### src/rtl/user_pair_capture_pkg.sv
// Shared definitions for the user-pair capture front end: FSM state encoding and the ID
// width shared with the downstream same-user comparator.
package user_pair_capture_pkg;

  localparam int USER_W = 3;

  typedef enum logic [1:0] {
    ST_IDLE = 2'd0,
    ST_GOT1 = 2'd1,
    ST_EVAL = 2'd2,
    ST_HOLD = 2'd3
  } state_t;

endpackage

### src/rtl/user_pair_capture_load_edge_sync.sv
// Two-flop synchronizer plus rising-edge detect for a raw, asynchronous load level.
// Produces a single-cycle request per 0->1 transition, two cycles after the input rises.
module load_edge_sync (
  input  logic clk,
  input  logic rst_n,
  input  logic level,
  output logic rise
);

  logic sync1;
  logic sync2;
  logic prev;

  always_ff @(posedge clk or negedge rst_n) begin
    if (!rst_n) begin
      sync1 <= 1'b0;
      sync2 <= 1'b0;
      prev  <= 1'b0;
    end else begin
      sync1 <= level;
      sync2 <= sync1;
      prev  <= sync2;
    end
  end

  assign rise = sync2 & ~prev;

endmodule

### src/rtl/user_pair_capture.sv
// Captures two user IDs from a shared bus, lets the comparator settle for one cycle, then
// presents its result as a held verdict. Define USER_CAPTURE_EDGE_EN to treat load as a raw level.
module user_pair_capture
  import user_pair_capture_pkg::*;
#(
  parameter int TIMEOUT_CYCLES = 1000,
  parameter int HOLD_CYCLES    = 4,
  parameter int CNT_W          = 16
) (
  input  logic              clk,
  input  logic              rst_n,
  input  logic [USER_W-1:0] user_in,
  input  logic              load,
  input  logic              cancel,
  input  logic              cmp_bit,
  output logic [USER_W-1:0] ie1_user,
  output logic [USER_W-1:0] ie2_user,
  output logic              busy,
  output logic              verdict_valid,
  output logic              verdict,
  output logic              timeout
);

  localparam logic [CNT_W-1:0] TIMEOUT_LAST = CNT_W'(TIMEOUT_CYCLES - 1);
  localparam logic [CNT_W-1:0] HOLD_LAST    = CNT_W'(HOLD_CYCLES - 1);

  logic load_req;

`ifdef USER_CAPTURE_EDGE_EN
  load_edge_sync u_load_edge_sync (
    .clk   (clk),
    .rst_n (rst_n),
    .level (load),
    .rise  (load_req)
  );
`else
  assign load_req = load;
`endif

  state_t            state;
  state_t            state_nxt;
  logic [CNT_W-1:0]  cnt;
  logic [CNT_W-1:0]  cnt_nxt;
  logic [CNT_W-1:0]  cnt_inc;
  logic              cap1;
  logic              cap2;
  logic              verdict_nxt;
  logic              timeout_nxt;

  // Saturating increment keeps the counter from wrapping back into a compare match.
  assign cnt_inc = (cnt == '1) ? cnt : cnt + 1'b1;

  // NOTE: every output of this block gets a default first, so no path can infer a latch.
  always_comb begin
    state_nxt   = state;
    cnt_nxt     = cnt;
    cap1        = 1'b0;
    cap2        = 1'b0;
    verdict_nxt = verdict;
    timeout_nxt = 1'b0;

    if (cancel) begin
      state_nxt   = ST_IDLE;
      cnt_nxt     = '0;
      verdict_nxt = 1'b0;
    end else begin
      case (state)
        ST_IDLE: begin
          if (load_req) begin
            cap1      = 1'b1;
            cnt_nxt   = '0;
            state_nxt = ST_GOT1;
          end
        end
        ST_GOT1: begin
          if (load_req) begin
            cap2      = 1'b1;
            state_nxt = ST_EVAL;
          end else if (cnt == TIMEOUT_LAST) begin
            timeout_nxt = 1'b1;
            verdict_nxt = 1'b0;
            cnt_nxt     = '0;
            state_nxt   = ST_IDLE;
          end else begin
            cnt_nxt = cnt_inc;
          end
        end
        ST_EVAL: begin
          verdict_nxt = cmp_bit;
          cnt_nxt     = '0;
          state_nxt   = ST_HOLD;
        end
        ST_HOLD: begin
          if (cnt == HOLD_LAST) begin
            cnt_nxt   = '0;
            state_nxt = ST_IDLE;
          end else begin
            cnt_nxt = cnt_inc;
          end
        end
        default: state_nxt = ST_IDLE;
      endcase
    end
  end

  // NOTE: state uses non-blocking assignments so every register samples pre-edge values.
  always_ff @(posedge clk or negedge rst_n) begin
    if (!rst_n) begin
      state    <= ST_IDLE;
      cnt      <= '0;
      ie1_user <= '0;
      ie2_user <= '0;
      verdict  <= 1'b0;
      timeout  <= 1'b0;
    end else begin
      state   <= state_nxt;
      cnt     <= cnt_nxt;
      verdict <= verdict_nxt;
      timeout <= timeout_nxt;
      if (cap1) ie1_user <= user_in;
      if (cap2) ie2_user <= user_in;
    end
  end

  assign busy          = (state != ST_IDLE);
  assign verdict_valid = (state == ST_HOLD);

endmodule

### config.mk
export PLATFORM = sky130hd
export DESIGN_NAME = user_pair_capture
export DESIGN_NICKNAME = d
export VERILOG_FILES = /design/src/rtl/user_pair_capture_pkg.sv /design/src/rtl/user_pair_capture_load_edge_sync.sv /design/src/rtl/user_pair_capture.sv
export SDC_FILE = /design/constraint.sdc
export NUM_CORES = 1
export LEC_CHECK = 0
export ABC_AREA = 1
export BUFFER_PORTS_ARGS = -buffer_cell sky130_fd_sc_hd__buf_2
export CORE_ASPECT_RATIO = 1.2
export CORE_MARGIN = 8
export CORE_UTILIZATION = 37
export CTS_CLUSTER_DIAMETER = 60
export DETAILED_ROUTE_END_ITERATION = 16
export PLACE_DENSITY = 0.56
export SLEW_MARGIN = 15
export SYNTH_ARGS = -nofsm -noshare
export SYNTH_HDL_FRONTEND = slang
export SYNTH_SLANG_ARGS = --single-unit
### constraint.sdc
create_clock -name clk -period 1.9 [get_ports clk]
set_input_delay 0.095 -clock clk [delete_from_list [all_inputs] [get_ports clk]]
set_output_delay 0.095 -clock clk [all_outputs]
set_load 0.01 [all_outputs]
[Word level (Yosys, flattened, before mapping)]
Cells that the tools add are included.
Storage, ports and cells
  bits in registers: 26
  input bits: 8
  output and inout bits: 10
  logic and storage cells: 50
Cells by class
  add/subtract/negate cells: 1
  equality and inequality tests: 11
  mux-type cells: 26
  reductions and logical operators: 6
Operator list (number)
  $mux W16: 6
  $pmux W16 S4: 1
  $add A16 B1 Y16 const B: 1
  $eq A16 B10 Y1 const B: 1
  $eq A16 B16 Y1 const B: 1
  $eq A16 B2 Y1 const B: 1
  $mux W1: 12
  $mux W2: 5
  $ne A3 B3 Y1 const B: 3
  $pmux W2 S4: 1
  $reduce_and A3 Y1: 2
  $eq A2 B2 Y1 const B: 2
  $ne A4 B4 Y1 const B: 1
  $ne A3 B2 Y1 const B: 1
  $reduce_bool A3 Y1: 1
  $eq A2 B1 Y1 const B: 1
  $logic_not A2 Y1: 1
  $pmux W1 S2: 1
  $reduce_and A2 Y1: 1
  $reduce_bool A2 Y1: 1

[Logic depth before layout (Yosys ltp)]
Gate-level depths: netlist of run 1.
  word-level depth: 6
  depth in mapped cells: 12
  mapped depth without buffers: 12

[Least setup slack after synthesis of run 1]
No wires, ideal clock.
  path type: register -> register
  from: reg cnt[1]
  to: reg cnt[15]
  library setup time: 0.119 ns
  data arrival time: 1.433 ns
  data required time: 1.781 ns
  path slack: 0.348 ns
  stages on the path, launching flop included: 13
  buffers on the path: 0
  period minus slack after synthesis: 1.552 ns
  path through: dfrtp_1 ha_1 inv_2 nor2_1 nand2_1 nor2_1 nand2_1 nand2_1 nand2_8 nand2_8 inv_8 o21ai_2 nand2_2
On the way
  longest elaborated chain between the ends: 6
  elaborated cells on any way between the ends: 10
  classes of those cells: add/sub: 1; eq/ne: 3; mux: 6
RTL lines
  start: declaration: RTL line user_pair_capture.sv:42  | logic [CNT_W-1:0] cnt;
  start signal: assignment: RTL line user_pair_capture.sv:117  | cnt <= cnt_nxt;
  $add A16 B1 Y16 / $eq A16 B16 Y1 (equally long branches): RTL line user_pair_capture.sv:51  | assign cnt_inc = (cnt == '1) ? cnt : cnt + 1'b1;
  $mux W16: RTL line user_pair_capture.sv:51
  $mux W16: RTL line user_pair_capture.sv:79  | end else if (cnt == TIMEOUT_LAST) begin
  $mux W16: RTL line user_pair_capture.sv:76  | if (load_req) begin
  $pmux W16 S4 *: RTL line user_pair_capture.sv:67  | case (state)
  $mux W16 *: RTL line user_pair_capture.sv:62  | if (cancel) begin
Every way passes the cells marked *; elsewhere a longest branch is shown, timed or not. The select of a mux whose other input is x is not followed.
A chain may end at the register's enable or synchronous reset.

[Final worst setup path of run 1]
  from: reg cnt[1]
  to: reg cnt[12]
Same word-level chain as after synthesis.

==> flow_summary.json, run 1 <==
{
  "dr_wl_met2_mm": 2.38,
  "final_common_cell": "nand2_1",
  "worstPathMaxFanout": 6,
  "clockBufferDepth": 2,
  "maxCapViolCount": 0,
  "viasPerCell": 4.86,
  "die_h_um": 92.6,
  "period_needed_ns": 1.71,
  "cp_slowest_cell": "dfrtp_1",
  "finalWeightedCongestion": 0.947,
  "synth.avg_cell_area_um2": 7.00,
  "cts_max_level": 1,
  "place_area_um2": 1990,
  "hpwlAfterDp_mm": 3.57,
  "path_cells": "ha_2 -> nand2_1 -> nor2_1 -> nand2_1 -> nor2_4 -> buf_4 -> xor2_1 -> nand2_1 -> nand2_2 -> o21ai_2",
  "die_area_um2": 7380,
  "skew_ns": 0.00485,
  "crit_family": "simple AND/OR/NAND/NOR gates",
  "first_iter_violations": 61,
  "setup_viol": 0,
  "slew_violations": 0,
  "holdPathEnd": "verdict$_DFFE_PN0P_",
  "die_w_um": 79.8,
  "vias": 1662,
  "initial_utilization": 0.374,
  "holdPathStages": 3,
  "route.top_layer_used": "met4",
  "grt_overflow": 0,
  "tightest_slew_ns": 0.608,
  "final_cell_mix": "nand2_1 (72), inv_1 (33), nor2_1 (33)",
  "cp.required_ns": 2.09,
  "p_leak_nw": 1.05,
  "rr_worst_depth": 10,
  "grt_pass1_vias": 1710,
  "finalNetCount": 292,
  "netlist_area_um2": 1810,
  "hp-class": "in -> reg",
  "rows": 28,
  "diodes": 0,
  "synth_top_area_share": 0.360,
  "reg2reg_to": "cnt[12]$_DFFE_PN0P_",
  "finalSetupTns_ns": 0,
  "power_density_nw_per_um2": 858,
  "cts-root-buf": "clkbuf_8",
  "first_pass_iters": 4,
  "cp-end-kind": "flip-flop",
  "yosys.area.top_type": "dfrtp_1",
  "synth_nets": 267,
  "synth_area_leaders": "dfrtp_1 (36%), nand2_1 (15%), inv_1 (6.9%)",
  "worstPathArrival_ns": 1.90,
  "maxSlewHeadroom": 0.595,
  "tritoncts": "built",
  "met3_length_um": 148,
  "yosys_warnings": 0,
  "critPathLaunchType": "flip-flop",
  "critPathMaxStageDelay_ns": 0.42,
  "reg2reg_from": "cnt[1]$_DFFE_PN0P_",
  "synth-seq-area-share": 0.360,
  "status": "completed",
  "wire_per_inst_um": 13.4,
  "area_growth_pct": 13.9,
  "core_um2": 4830,
  "grt.total_usage": 0.139,
  "wl_met1_mm": 2.00,
  "rsz0062_at_grt": "no",
  "numCtsBuffers": 3,
  "path_class": "reg -> reg",
  "antenna_found_initial": 0,
  "grt_pass1_wl_mm": 8.18,
  "hold_viol_final": 0,
  "rrSetupSlack_ns": 0.19,
  "drc": 0,
  "ys_types": 30,
  "synth-seq-cells": 26,
  "hp-start": "cmp_bit",
  "clock_latency_ns": 0.29,
  "cts.clk_slew.worst_paths_ns": 0.10,
  "vdd_drop_max_v": 0.000515,
  "cts_sinks": 26,
  "final_area_um2": 2060,
  "max_freq_ghz": 0.586,
  "postRouteAntennaNets": 0,
  "io_buffers": 17,
  "final_layout_size_suffix_gt1_frac": 0.238,
  "netlist_instances": 258,
  "io-pin-count": 18,
  "cp_num_buf_inv": 1,
  "routed_wl_mm": 4.59,
  "cp_common_cell": "nand2_1",
  "fin_crit_sh": 0.899,
  "holdWs_ns": 0.0357,
  "grt_max_degree": 27
}
[report_power, final]
| part | internal (mW) | switching, mW |
|---|---|---|
| sequential | 0.652 | 0.0717 |
| combinational | 0.222 | 0.428 |
| clock | 0.186 | 0.205 |
[flip-flops by register name, indices dropped and copies added, names as in the netlist]
name      count
cnt          16
ie1_user      3
ie2_user      3
state         2
timeout       1
verdict       1
[stage by stage]
stage / power, mW / util / std cells / setup slack (ns)
4_1_cts: 1.79 / 0.424 / 342 / 0.0972
6_report: 1.77 / 0.425 / 342 / 0.192
3_5_place_dp: 1.39 / 0.411 / 337 / 0.109
3_3_place_gp: 1.39 / 0.411 / 337 / 0.133
2_1_floorplan: 1.17 / - / 258 / 0.348
5_1_grt: 1.90 / 0.425 / 342 / 0.0138
[metal layers]
metal	GRT usage	vias to the layer above
met5	0	-
met4	0.0456	0
met3	0.0291	6
met2	0.244	29
met1	0.161	775
li1	-	852
[area by class of cell]
class	count	area, um2
multi-input cells	190	991
clock buffers	4	55.1
repair buffers	22	125
flip-flops and latches	26	651
fillers	534	2780
inverters	40	160
well taps	60	75.1
[cells by family after synthesis]
logic type	share of synthesized area
AND/OR/NAND/NOR	0.424
buffers and inverters	0.0942
AO/OA/AOI/OAI	0.0956
flip-flops	0.360
XOR/XNOR	0.0194
adder cells (fa/ha/maj)	0.00692
[worst reg2reg max path, stage by stage (launching register included)]
cell and delay [ns]:
dfrtp_1 0.42, ha_2 0.26, nand2_1 0.09, nor2_1 0.14, nand2_1 0.12, nor2_4 0.12
buf_4 0.12, xor2_1 0.14, nand2_1 0.08, nand2_2 0.07, o21ai_2 0.04
[Yosys cell counts (all sizes together)]
cell type,number
nand3,19
xor2,4
o21bai,1
nand2,88
nand4,4
inv,40
nand3b,1
a21oi,3
ha,1
a31o,1
buf,2
dfrtp,26
nor3,4
o22ai,1
nor2,41
o31ai,1
o21ai,21
[how the worst max path moves through the flow]
stage / startpoint / endpoint / slack, ns / cells after the start
6_report: cnt[1]$_DFFE_PN0P_ / cnt[12]$_DFFE_PN0P_ / 0.19 / 10
3_3_place_gp: cnt[1]$_DFFE_PN0P_ / cnt[15]$_DFFE_PN0P_ / 0.13 / 12
2_1_floorplan: cnt[1]$_DFFE_PN0P_ / cnt[15]$_DFFE_PN0P_ / 0.35 / 12
5_1_grt: cnt[1]$_DFFE_PN0P_ / cnt[8]$_DFFE_PN0P_ / 0.01 / 12
4_1_cts: cnt[1]$_DFFE_PN0P_ / cnt[8]$_DFFE_PN0P_ / 0.1 / 12
3_5_place_dp: cnt[1]$_DFFE_PN0P_ / cnt[4]$_DFFE_PN0P_ / 0.11 / 12
[timing repair]
| action | CTS | global route |
|---|---|---|
| resized for setup | 0 | 2 |
| hold buffers | 1 | 0 |
| endpoints found under the hold margin | 26 | 0 |
| buffers inserted | 0 | 0 |
| endpoints found under the setup margin | 0 | 13 |
(Power assumes the default switching activity.)
==> run 2, diff against run 1 <==
--- a/config.mk
+++ b/config.mk
@@ -14,3 +14,3 @@
 export DETAILED_ROUTE_END_ITERATION = 16
-export PLACE_DENSITY = 0.56
+export PLACE_DENSITY_LB_ADDON = 0.3
 export SLEW_MARGIN = 15
==> constraint.sdc (replaced) <==
create_clock -name clk -period 1.9 [get_ports clk]
set_input_delay 0.57 -clock clk [delete_from_list [all_inputs] [get_ports clk]]
set_output_delay 0.57 -clock clk [all_outputs]
set_load 0.01 [all_outputs]
==> run 2 against run 1 <==
Critical path depth is 2 higher. Critical path type unchanged. Worst setup slack better by 0.043 ns. Flip-flop and latch count stayed put.
==> flow_summary.json, run 2 (synthesis gave the netlist of run 1 again) <==
{
  "rows": 28,
  "path_class": "reg -> reg",
  "postRouteAntennaNets": 0,
  "area_growth_pct": 14.9,
  "io-pin-count": 18,
  "hp-class": "in -> async",
  "grt.total_usage": 0.126,
  "initial_utilization": 0.374,
  "skew_ns": 0.00147,
  "viasPerCell": 4.87,
  "setup_viol": 0,
  "grt_pass1_vias": 1600,
  "finalSetupTns_ns": 0,
  "die_area_um2": 7380,
  "max_freq_ghz": 0.601,
  "timing.final.ws_setup_ns": 0.236,
  "rrSetupSlack_ns": 0.24,
  "cp.required_ns": 2.08,
  "p_leak_nw": 1.06,
  "place_area_um2": 2000,
  "finalWeightedCongestion": 0.913,
  "final_area_um2": 2080,
  "grt_overflow": 0,
  "routed_wl_mm": 4.41,
  "hold_viol_final": 0,
  "maxSlewHeadroom": 0.602,
  "io_buffers": 17,
  "final_cell_mix": "nand2_1 (73), inv_1 (33), nor2_1 (33)",
  "cts_sinks": 26,
  "cts_max_level": 1,
  "antenna_found_initial": 0,
  "tightest_slew_ns": 0.597,
  "vdd_drop_max_v": 0.000601,
  "wire_per_inst_um": 12.9,
  "regMostFlops": "cnt",
  "maxCapViolCount": 0,
  "fin_util": 0.429,
  "worstPathMaxFanout": 8,
  "finalNetCount": 293,
  "final_common_cell": "nand2_1",
  "cts-root-buf": "clkbuf_8",
  "core_um2": 4830,
  "grt_max_degree": 27,
  "slew_violations": 0,
  "clockBufferDepth": 2,
  "hpwlAfterDp_mm": 3.34,
  "cp-end-kind": "flip-flop",
  "period_needed_ns": 1.66,
  "critPathLaunchType": "flip-flop",
  "fin_crit_sh": 0.876,
  "reg.largest.list": "cnt x16, ie1_user x3, ie2_user x3",
  "diodes": 0,
  "grt_pass1_wl_mm": 7.47,
  "die_h_um": 92.6,
  "numCtsBuffers": 3,
  "multi_input_area_um2": 988,
  "status": "completed",
  "clock_latency_ns": 0.28,
  "drc": 0,
  "cts.clk_slew.worst_paths_ns": 0.09,
  "regArea_um2": 651,
  "first_iter_violations": 123,
  "power_density_nw_per_um2": 899,
  "tritoncts": "built",
  "dp_slack_ns": 0.113,
  "rsz0062_at_grt": "no",
  "first_pass_iters": 4,
  "worstPathArrival_ns": 1.84,
  "final_layout_size_suffix_gt1_frac": 0.240,
  "largest_reg_flops": 16,
  "die_w_um": 79.8,
  "vias": 1671,
  "fillers": 493
}
==> run 2: changes by cell type in the layout (fill, tap and decap cells not counted) <==
cell / before / now
nand2_1: 72 / 73
dlygate4sd3_1: 1 / 0
clkbuf_8: 4 / 3
nand2_2: 14 / 13
buf_4: 4 / 6
bufinv_16: 0 / 1
==> run 2: critical path, stage by stage (launching register included) <==
cell,delay (ns)
dfrtp_1,0.37
ha_2,0.24
inv_2,0.06
nor2_1,0.08
nand2_1,0.05
nor2_1,0.14
nand2_1,0.07
nand2_1,0.17
nand2_8,0.08
nand2_8,0.11
inv_8,0.06
nand2_2,0.06
o21ai_2,0.05
==> run 2: where the power goes <==
part           switching (mW)  internal, mW
Clock                   0.193         0.283
Combinational           0.429         0.241
Sequential             0.0692         0.652
==> run 2: path summary, 6_finish.rpt <==
path / from / endpoint / cells past startpoint
min in group clk: verdict$_DFFE_PN0P_ / verdict$_DFFE_PN0P_ / 2
hold reg to reg: verdict$_DFFE_PN0P_ / verdict$_DFFE_PN0P_ / 2
hold / removal: rst_n / cnt[7]$_DFFE_PN0P_ / 1
setup / recovery: cnt[1]$_DFFE_PN0P_ / cnt[8]$_DFFE_PN0P_ / 12
max in group asynchronous: rst_n / cnt[4]$_DFFE_PN0P_ / 1
setup reg to reg: cnt[1]$_DFFE_PN0P_ / cnt[8]$_DFFE_PN0P_ / 12
==> run 2: cell type report <==
cell class | instances | share of cell area
clock buffers | 3 | 0.0199
well taps | 60 | 0.0362
clock inverters | 1 | 0.0145
repair buffers | 23 | 0.0627
flip-flops and latches | 26 | 0.313
inverters | 40 | 0.0772
multi-input cells | 190 | 0.476
==> run 2: layer usage <==
layer	global-route usage	vias up	wire [um]
li1	-	857	-
met1	0.160	762	2030
met2	0.205	41	2100
met3	0.0223	11	170
met4	0.0517	0	107
met5	0	-	0
==> run 2: stage by stage <==
step                      hold slack (ns)  total power [mW]  instances
after floorplan                     0.274              1.17        258
after global placement              0.460              1.41        339
after detailed placement            0.462              1.41        339
after CTS                           0.306              1.89        343
after global routing                0.329              1.99        343
final                               0.278              1.87        343
==> run 2: repair_timing <==
item | CTS | global route
hold buffers | 0 | 0
endpoints found under the setup margin | 0 | 2
hold endpoints to repair | 0 | 0
setup buffers | 0 | 0
gates resized for setup | 0 | 1
==> run 3, diff against run 2 <==
CORE_MARGIN = unset   (was 8)
==> run 3 against run 2 <==
Sequential power hardly changed. Largest power group unchanged. Sequential share of layout area is 0.50 points higher. Critical endpoint is now cnt[4]$_DFFE_PN0P_. Highest routed layer unchanged. Critical path type unchanged. Power is 1.5% lower.
==> flow_summary.json, run 3 (synthesis gave the netlist of run 1 again) <==
{
  "largest_reg_flops": 16,
  "cts_sinks": 26,
  "rsz0062_at_grt": "no",
  "core_um2": 4630,
  "io-pin-count": 18,
  "period_needed_ns": 1.70,
  "power.total_mw": 1.84,
  "vias": 1613,
  "grt_pass1_vias": 1605,
  "fin_crit_sh": 0.896,
  "rows": 27,
  "hpwlAfterDp_mm": 3.18,
  "fillers": 466,
  "finalNetCount": 289,
  "diodes": 0,
  "vdd_drop_max_v": 0.000654,
  "first_pass_iters": 4,
  "initial_utilization": 0.390,
  "antenna_found_initial": 0,
  "dp_slack_ns": 0.112,
  "path_class": "reg -> reg",
  "grt_max_degree": 27,
  "rr_worst_depth": 12,
  "worstPathMaxFanout": 8,
  "first_iter_violations": 88,
  "wire_per_inst_um": 12.4,
  "numCtsBuffers": 3,
  "maxSlewHeadroom": 0.600,
  "die_h_um": 78.6,
  "hold_viol_final": 0,
  "tightest_slew_ns": 0.599,
  "viasPerCell": 4.79,
  "cts-root-buf": "clkbuf_8",
  "grt_pass1_wl_mm": 7.33,
  "final_layout_size_suffix_gt1_frac": 0.229,
  "setup_viol": 0,
  "finalSetupTns_ns": 0,
  "area_growth_pct": 13.1,
  "reg.largest.list": "cnt x16, ie1_user x3, ie2_user x3",
  "cp.required_ns": 2.07,
  "multi_input_area_um2": 988,
  "post_cts_buffers": 0,
  "slew_violations": 0,
  "io_buffers": 17,
  "drc": 0,
  "maxCapViolCount": 0,
  "tritoncts": "built",
  "final_cell_mix": "nand2_1 (73), inv_1 (33), nor2_1 (33)",
  "grt.total_usage": 0.186,
  "cp-end-kind": "flip-flop",
  "clock_latency_ns": 0.27,
  "skew_ns": 0.00202,
  "max_freq_ghz": 0.588,
  "postRouteAntennaNets": 0,
  "status": "completed",
  "postCtsHoldBufs": 0,
  "grt_overflow": 0,
  "die_w_um": 65.8,
  "cts.clk_slew.worst_paths_ns": 0.09,
  "clockBufferDepth": 2,
  "finalWeightedCongestion": 0.907,
  "worstPathArrival_ns": 1.87,
  "critPathLaunchType": "flip-flop",
  "p_leak_nw": 1.04,
  "die_area_um2": 5170,
  "final_common_cell": "nand2_1",
  "timing.final.ws_setup_ns": 0.198,
  "routed_wl_mm": 4.18,
  "power_density_nw_per_um2": 900,
  "cts_max_level": 1,
  "regArea_um2": 651,
  "regMostFlops": "cnt",
  "hp-class": "in -> async"
}
[run 3: final cells by class]
type | count | area share
Timing Repair Buffer | 19 | 0.0490
Inverter | 40 | 0.0784
Tap cell | 58 | 0.0355
Multi-Input combinational cell | 190 | 0.484
Clock buffer | 3 | 0.0202
Sequential cell | 26 | 0.318
Clock inverter | 1 | 0.0147
[run 3: per-layer routing]
layer	global-route usage	vias up	wire (um)
met4	0.0804	0	70
met3	0.0203	8	156
met2	0.311	39	2130
li1	-	845	-
met5	0	-	0
met1	0.237	721	1820
[run 3: metrics by stage]
stage | instances | hold WS, ns | cell area [um2] | util
final | 337 | 0.294 | 2040 | 0.441
after CTS | 337 | 0.315 | 2040 | 0.441
after global placement | 333 | 0.458 | 1970 | 0.426
after global routing | 337 | 0.345 | 2040 | 0.441
after detailed placement | 333 | 0.472 | 1970 | 0.426
after floorplan | 258 | 0.274 | 1810 | -
[run 3: path summary, 6_finish.rpt]
path	startpoint	endpoint	slack, ns
max in group asynchronous	rst_n	cnt[1]$_DFFE_PN0P_	1.22
setup / recovery	cnt[1]$_DFFE_PN0P_	cnt[4]$_DFFE_PN0P_	0.20
hold / removal	rst_n	cnt[14]$_DFFE_PN0P_	0.29
setup reg to reg	cnt[1]$_DFFE_PN0P_	cnt[4]$_DFFE_PN0P_	0.20
min in group clk	ie2_user[0]$_DFFE_PN0P_	ie2_user[0]$_DFFE_PN0P_	0.49
hold reg to reg	ie2_user[0]$_DFFE_PN0P_	ie2_user[0]$_DFFE_PN0P_	0.49
[run 3: repair_timing]
action / CTS / global route
setup endpoints to repair: 0 / 8
gates resized for setup: 0 / 1
hold endpoints to repair: 0 / 0
[run 3: power by group]
part	switching [mW]	leakage [nW]	total (mW)	internal, mW
Sequential	0.0671	0.351	0.719	0.652
Clock	0.183	0.0357	0.466	0.282
Combinational	0.430	0.652	0.655	0.225
Total	0.681	1.04	1.84	1.16
[run 3: critical path, stage by stage (launching register included)]
cell	delay, ns
dfrtp_1	0.37
ha_2	0.24
inv_2	0.05
nor2_1	0.08
nand2_1	0.05
nor2_1	0.15
nand2_1	0.07
nand2_1	0.19
nand2_8	0.09
nand2_8	0.12
inv_8	0.07
nand2_2	0.06
o21ai_2	0.05
